==> src/rtl/am2301_frame_decoder.sv <==
// Host-side transaction engine for AM2301/DHT-class single-wire sensors:
// wake-up pulse, acknowledge tracking, 40-bit pulse-width decode and checksum.
module am2301_frame_decoder #(
    parameter int CLK_PER_US     = 133,
    parameter int START_LOW_US   = 1000,
    parameter int BIT1_THRESH_US = 50,
    parameter int TIMEOUT_US     = 200
) (
    input  logic        csi_MCLK_clk,
    input  logic        rsi_MRST_reset_n,
    input  logic        start,
    input  logic        sda_in,
    output logic        sda_oe,
    output logic        busy,
    output logic [15:0] humidity,
    output logic [15:0] temperature,
    output logic        frame_valid,
    output logic        error,
    output logic [1:0]  err_code
);

    localparam int              DIV_W     = (CLK_PER_US > 1) ? $clog2(CLK_PER_US) : 1;
    localparam logic [DIV_W-1:0] DIV_MAX  = DIV_W'(CLK_PER_US - 1);
    localparam logic [15:0]     START_LOW = 16'(START_LOW_US);
    localparam logic [15:0]     THRESH    = 16'(BIT1_THRESH_US);
    localparam logic [15:0]     TIMEOUT   = 16'(TIMEOUT_US);

    typedef enum logic [2:0] {
        S_IDLE     = 3'd0,
        S_HOST_LOW = 3'd1,
        S_HOST_REL = 3'd2,
        S_ACK_LOW  = 3'd3,
        S_ACK_HIGH = 3'd4,
        S_BIT_LOW  = 3'd5,
        S_BIT_HIGH = 3'd6,
        S_CHECK    = 3'd7
    } state_t;

    function automatic logic checksum_ok(input logic [39:0] f);
        logic [7:0] sum;
        sum = f[39:32] + f[31:24] + f[23:16] + f[15:8];
        return (sum == f[7:0]);
    endfunction

    logic             r_sync1, r_sda_s, r_sda_d;
    logic [DIV_W-1:0] r_div;
    logic [15:0]      r_phase;
    state_t           r_state;
    logic [5:0]       r_bit_cnt;
    logic [39:0]      r_shift;
    logic             r_sda_oe, r_busy, r_fv, r_err;
    logic [15:0]      r_hum, r_temp;
    logic [1:0]       r_err_code;

    state_t           w_state_next;
    logic             w_rise, w_fall, w_tick, w_timeout, w_sum_ok, w_accept;
    logic             w_abort;
    logic [1:0]       w_abort_code;
    logic             w_sda_oe_next, w_busy_next, w_fv_next;

    assign w_rise    = r_sda_s & ~r_sda_d;
    assign w_fall    = ~r_sda_s & r_sda_d;
    assign w_tick    = (r_div == DIV_MAX);
    assign w_timeout = (r_phase > TIMEOUT);
    assign w_sum_ok  = checksum_ok(r_shift);
    assign w_accept  = (r_state == S_IDLE) && start;

    // Pad synchronizer and one-cycle delayed copy for edge detection; idles high like the bus
    always_ff @(posedge csi_MCLK_clk or negedge rsi_MRST_reset_n) begin
        if (!rsi_MRST_reset_n) begin
            r_sync1 <= 1'b1;
            r_sda_s <= 1'b1;
            r_sda_d <= 1'b1;
        end else begin
            r_sync1 <= sda_in;
            r_sda_s <= r_sync1;
            r_sda_d <= r_sda_s;
        end
    end

    // Free-running microsecond divider and per-state elapsed-time counter
    always_ff @(posedge csi_MCLK_clk or negedge rsi_MRST_reset_n) begin
        if (!rsi_MRST_reset_n) begin
            r_div   <= '0;
            r_phase <= 16'd0;
        end else begin
            r_div <= w_tick ? '0 : r_div + DIV_W'(1);
            if (w_state_next != r_state) begin
                r_phase <= 16'd0;
            end else if (w_tick && (r_phase != 16'hFFFF)) begin
                r_phase <= r_phase + 16'd1;
            end else begin
                r_phase <= r_phase;
            end
        end
    end

    // State register
    always_ff @(posedge csi_MCLK_clk or negedge rsi_MRST_reset_n) begin
        if (!rsi_MRST_reset_n) begin
            r_state <= S_IDLE;
        end else begin
            r_state <= w_state_next;
        end
    end

    // Next-state and abort decode; an edge always takes priority over a timeout
    always_comb begin
        w_state_next = r_state;
        w_abort      = 1'b0;
        w_abort_code = 2'd0;
        case (r_state)
            S_IDLE: begin
                if (start) w_state_next = S_HOST_LOW;
                else       w_state_next = S_IDLE;
            end
            S_HOST_LOW: begin
                if (r_phase == START_LOW) w_state_next = S_HOST_REL;
                else                      w_state_next = S_HOST_LOW;
            end
            S_HOST_REL: begin
                if (w_fall) begin
                    w_state_next = S_ACK_LOW;
                end else if (w_timeout) begin
                    w_state_next = S_IDLE;
                    w_abort      = 1'b1;
                    w_abort_code = 2'd1;
                end else begin
                    w_state_next = S_HOST_REL;
                end
            end
            S_ACK_LOW, S_ACK_HIGH, S_BIT_LOW, S_BIT_HIGH: begin
                if ((r_state == S_ACK_LOW) && w_rise) begin
                    w_state_next = S_ACK_HIGH;
                end else if ((r_state == S_ACK_HIGH) && w_fall) begin
                    w_state_next = S_BIT_LOW;
                end else if ((r_state == S_BIT_LOW) && w_rise) begin
                    w_state_next = S_BIT_HIGH;
                end else if ((r_state == S_BIT_HIGH) && w_fall) begin
                    w_state_next = (r_bit_cnt == 6'd39) ? S_CHECK : S_BIT_LOW;
                end else if (w_timeout) begin
                    w_state_next = S_IDLE;
                    w_abort      = 1'b1;
                    w_abort_code = 2'd2;
                end else begin
                    w_state_next = r_state;
                end
            end
            S_CHECK: begin
                w_state_next = S_IDLE;
                if (!w_sum_ok) begin
                    w_abort      = 1'b1;
                    w_abort_code = 2'd3;
                end else begin
                    w_abort      = 1'b0;
                end
            end
            default: begin
                w_state_next = S_IDLE;
            end
        endcase
    end

    // Output decode from the upcoming state so the registered outputs line up with it
    always_comb begin
        w_sda_oe_next = (w_state_next == S_HOST_LOW);
        w_busy_next   = (w_state_next != S_IDLE);
        w_fv_next     = (r_state == S_CHECK) && w_sum_ok;
    end

    // Frame shift register and bit counter, cleared when a new transaction starts
    always_ff @(posedge csi_MCLK_clk or negedge rsi_MRST_reset_n) begin
        if (!rsi_MRST_reset_n) begin
            r_shift   <= 40'd0;
            r_bit_cnt <= 6'd0;
        end else if (w_accept) begin
            r_shift   <= 40'd0;
            r_bit_cnt <= 6'd0;
        end else if ((r_state == S_BIT_HIGH) && w_fall) begin
            r_shift   <= {r_shift[38:0], (r_phase >= THRESH)};
            r_bit_cnt <= (r_bit_cnt == 6'd39) ? 6'd0 : r_bit_cnt + 6'd1;
        end else begin
            r_shift   <= r_shift;
            r_bit_cnt <= r_bit_cnt;
        end
    end

    // Registered host outputs, result latch and error reporting
    always_ff @(posedge csi_MCLK_clk or negedge rsi_MRST_reset_n) begin
        if (!rsi_MRST_reset_n) begin
            r_sda_oe   <= 1'b0;
            r_busy     <= 1'b0;
            r_fv       <= 1'b0;
            r_err      <= 1'b0;
            r_err_code <= 2'd0;
            r_hum      <= 16'd0;
            r_temp     <= 16'd0;
        end else begin
            r_sda_oe <= w_sda_oe_next;
            r_busy   <= w_busy_next;
            r_fv     <= w_fv_next;
            r_err    <= w_abort;
            if (w_accept)     r_err_code <= 2'd0;
            else if (w_abort) r_err_code <= w_abort_code;
            else              r_err_code <= r_err_code;
            if (w_fv_next) begin
                r_hum  <= r_shift[39:24];
                r_temp <= r_shift[23:8];
            end else begin
                r_hum  <= r_hum;
                r_temp <= r_temp;
            end
        end
    end

    assign sda_oe      = r_sda_oe;
    assign busy        = r_busy;
    assign humidity    = r_hum;
    assign temperature = r_temp;
    assign frame_valid = r_fv;
    assign error       = r_err;
    assign err_code    = r_err_code;

endmodule
==> config.mk <==
export PLATFORM = sky130hd
export DESIGN_NAME = am2301_frame_decoder
export DESIGN_NICKNAME = d
export VERILOG_FILES = /design/src/rtl/am2301_frame_decoder.sv
export SDC_FILE = /design/constraint.sdc
export NUM_CORES = 1
export LEC_CHECK = 0
export CELL_PAD_IN_SITES_DETAIL_PLACEMENT = 0
export CELL_PAD_IN_SITES_GLOBAL_PLACEMENT = 2
export CORE_MARGIN = 5
export CORE_UTILIZATION = 42
export DETAILED_ROUTE_END_ITERATION = 16
export PLACE_DENSITY = 0.95
export SLEW_MARGIN = 10
export SYNTH_ARGS = -nofsm -noshare
export SYNTH_HDL_FRONTEND = slang
export SYNTH_SLANG_ARGS = --single-unit
==> constraint.sdc <==
create_clock -name csi_MCLK_clk -period 7.7 [get_ports csi_MCLK_clk]
set_clock_uncertainty 0.1 [all_clocks]
set_input_delay 0.77 -clock csi_MCLK_clk [delete_from_list [all_inputs] [get_ports csi_MCLK_clk]]
set_output_delay 0.77 -clock csi_MCLK_clk [all_outputs]
set_load 0.05 [all_outputs]
* Word level (Yosys, flattened, before mapping) *
Index checks and enable logic that the tools add are counted.
Widths: inputs -> output; s select.

word-level totals
  bits in registers = 114
  bits of input ports = 4
  output and inout bits = 38

cells by class
  add/subtract/negate cells = 6
  order comparisons = 2
  equality and inequality tests = 14
  mux-type cells = 38
  bitwise logic cells = 4
  reduce and logical (&&, ||, !) cells = 13

operators by type and width
  cell                   count
  $mux 40                2
  $mux 16                2
  $add 8x8->8            3
  $mux 2                 12
  $mux 6                 3
  $add 16x1->16 const B  1
  $eq 16x10->1 const B   1
  $ge 16x6->1 const B    1
  $gt 16x8->1 const B    1
  $ne 16x16->1 const B   1
  $mux 3                 5
  $pmux 3 s5             1
  $eq 3x3->1 const B     4
  $mux 1                 10
  $add 8x1->8 const B    1
  $eq 8x8->1             1
  $eq 8x8->1 const B     1
  $mux 8                 1
  $logic_and 1x1->1      7
  $add 6x1->6 const B    1
  $eq 3x1->1 const B     2
  $eq 3x2->1 const B     2
  $eq 6x6->1 const B     1
  $pmux 2 s3             1
  8 further kinds        12

* Longest topological paths before layout *
  depth in word-level cells = 10
  gate-level depth with buffers = 13
  gate-level depth less buffers = 12

* Least setup slack after synthesis *
No wires, ideal clock.

  kind = register -> register
  start point = reg r_shift[9]
  end point = reg r_hum[10] (netlist: humidity[10])
  setup time = 0.125 ns
  arrival = 3.704 ns
  slack = 3.771 ns
  cell stages (with the launch flop) = 14
  buffers on the path = 1
  period minus slack after synthesis = 3.929 ns
  cells stage by stage = dfrtp_1 -> fa_1 -> inv_1 -> fa_1 -> inv_1 -> ha_1 -> fa_1 -> a21o_1 -> a21oi_1 -> xnor2_1 -> o2111ai_1 -> nor4_4 -> buf_6 -> mux2_2

between the ends
  longest elaborated chain between the ends = 3

ends and longest elaborated chain
  element                 line  RTL
  start, declared         50    logic [39:0] r_shift;
  start signal, assigned  180   r_shift <= {r_shift[38:0], (r_phase >= THRESH)};
  start signal, assigned  183   r_shift <= r_shift;
  $add 8x8->8             41    sum = f[39:32] + f[31:24] + f[23:16] + f[15:8];
  $eq 8x8->1              42    return (sum == f[7:0]);
  $logic_and 1x1->1       168   w_fv_next = (r_state == S_CHECK) && w_sum_ok;
  end signal, assigned    207   r_hum <= r_shift[39:24];
  end signal, assigned    210   r_hum <= r_hum;
  end, declared           52    logic [15:0] r_hum, r_temp;

No other way between the ends.
A chain may end at the register's enable or synchronous reset.

* Final worst setup path *
  start point = reg r_shift[9]
  end point = reg r_temp[2] (netlist: temperature[2])

between the ends
  longest elaborated chain between the ends = 3

ends and longest elaborated chain
  element               line  RTL
  $add 8x8->8           41
  $eq 8x8->1            42
  $logic_and 1x1->1     168
  end signal, assigned  208   r_temp <= r_shift[23:8];
  end signal, assigned  211   r_temp <= r_temp;
  end, declared         52

No other way between the ends.

==> reports/results.ini <==
[worst_setup_path]
worstSetupPathType=flop to flop
worstPathArrival_ns=4.53
rr_startpoint=r_shift[9]
r2r_end=temperature[2]
startpoint=r_shift[9]
critPathLaunchType=flop
rr_worst_depth=13
critical_path_peak_fanout=30
r2r_slack_ns=3.37
end_kind=flop
required_ns=7.90

[logic_synthesis]
syn_nets=559
syn_inst=529
netlist.area_leader.share=0.490
seq_area_frac_synth=0.504
synth_top_area_cell=dfrtp_1
synth_edf_count=0
synth-main-ff-cell=dfrtp_1
yosys-top-cells-area=dfrtp_1 (49%), mux2_2 (5.8%), nand2_1 (5.6%)
yosysMostFrequentCell=dfrtp_1
yosys_warnings=0
ys_ff_latch=114
syn_avg_cell_area_um2=10.7
ys_top_cells_by_count=dfrtp_1 (111), nand2_1 (84), nand3_1 (52)
syn_area_mm2=0.00567
synth_cell_types=52
async_flop_share=1.00

[global_routing]
busiest_layer=met2
grt_use_met3=0.0390
grtUsageMet1=0.220
grt_start_max_net_pins=68
grt_use_total=0.163
antenna_found_initial=0
grt_pass1_vias=4077
grt_pass1_wl_um=20900
overflow=0
use_met2=0.252

[routing]
wl_um=12200
wl_per_cell_um=16.1
drc_errors=0
ant_nets=0
drt_first_pass_iters=5
via_count=4034
vias_per_cell=5.33
drt_iter0_markers=251

[cts]
ctsHtreeMaxLevel=4
cts-hold-fix-buffers=0
cts_buffer_depth=2
cts_tree=built
cts.repair.resized=0
clock-sinks=114
clk_latency_ns=0.41
numCtsBuffers=17
cts_setup_buffers=0
cts.clk_slew.worst_paths_ns=0.05
root_buffer=clkbuf_16

[timing]
rsz0062_at_grt=false
slew_viol_final=0
post-route-period-util=0.562
hold_violations=0
period_needed_ns=4.33
timing.slew.headroom=0.450
finalSetupTns_ns=0
setup_viol=0
finalWorstSetupSlack_ns=3.37
fmax_mhz=231
worst_slew_pin_slew_ns=0.824

[final_layout]
final_nets=598
utilization=0.520
stdcell_count=757
areaGrowthSynthToFinish_pct=21.5
nFillCells=1150
antenna_cells=0
layout-drive-gt1-share=0.139

[floorplanning]
die_h_um=126
start_util=0.428
die-area_mm2=0.0159
die-width_um=126
io_pins=42
core_mm2=0.0132
rows=42

[placed_design]
place_congestion=0.866
post-place-ws_ns=3.33
dp.cells=725
dp_hpwl_um=8110
io_buffers=41

[pwr]
p_leak_nw=3.16
power_mw=1.72
ir_drop_uv=153
p_per_area_mw_per_mm2=249

[flow_run]
maxCapViolations=0

[run_status]
status=finished clean

[hold_path]
hold_path_class=input port to asynchronous set/reset pin

-- registers in the layout, summed over array words and instances, names as in the netlist --
name,cells
r_phase,16
err_code,2
busy,1
sda_oe,1
r_bit_cnt,6
r_sda_d,1
humidity,16
frame_valid,1
r_shift,40
r_sda_s,1
r_state,3
r_sync1,1
r_div,8
temperature,16
error,1
-- area by class of cell --
type                       instances  area [um2]  area share
tap                              176         220      0.0320
multi-input combinational        372        2640       0.383
clock inverter                     9         175      0.0254
timing repair buffer              47         453      0.0658
inverter                          16        60.1     0.00872
sequential                       114        2860       0.415
clock buffer                      23         488      0.0708
-- critical path, stage by stage (launching register included) --
cell and delay, ns:
dfrtp_1 0.43, fa_1 0.55, inv_1 0.05, fa_1 0.49, inv_1 0.04, ha_1 0.22
fa_1 0.40, a21o_1 0.17, a21oi_1 0.19, xnor2_1 0.15, o2111ai_1 0.24, nor4_4 0.33
buf_4 0.42, mux2_2 0.39
-- power breakdown --
group,internal [mW],leakage (nW),switching (mW),total (mW)
logic,0.0837,1.35,0.111,0.195
registers,0.620,1.50,0.0257,0.646
clock network,0.607,0.319,0.268,0.874
total,1.31,3.16,0.404,1.72
-- worst max-delay path by stage --
stage	endpoint	slack [ns]	depth (start not counted)
final	temperature[2]	3.37	13
after CTS	temperature[2]	3.34	13
after global routing	temperature[2]	3.14	13
after floorplan	humidity[10]	3.77	13
after detailed placement	temperature[2]	3.33	13
after global placement	temperature[11]	3.47	13
-- logic make-up after synthesis --
group           synth area share
simple gates               0.185
buf+inv                   0.0335
xor+xnor                  0.0633
fa+ha+maj                 0.0759
mux                       0.0635
compound gates            0.0746
flops                      0.504
-- metrics by stage --
stage	area (um2)	hold slack, ns
3_5_place_dp	6220	0.259
2_1_floorplan	5670	0.245
6_report	6890	0.264
3_3_place_gp	6220	0.260
4_1_cts	6890	0.268
5_1_grt	6890	0.275
-- cell usage in the layout (no fill, tap or decap), drive strengths merged, types with 3 or more instances in the layout --
master,instances
o21ai,11
xnor2,17
bufinv,5
a21oi,10
a31oi,8
nand4,8
clkbuf,23
nor4,5
nand2b,5
buf,7
nor2,19
nor3,18
o31ai,6
dfstp,3
and4,3
ha,12
dfrtp,111
and3,8
clkdlybuf4s50,40
nand3,52
nor4bb,3
nand2,84
mux2,32
inv,16
fa,14
xor2,24
-- metal layers --
layer / up-vias / share of wire
met5: - / 0
met3: 19 / 0.038
met1: 2006 / 0.46
met2: 79 / 0.48
met4: 0 / 0.022
li1: 1930 / -
No activity file was read; power rests on OpenSTA's default activity.
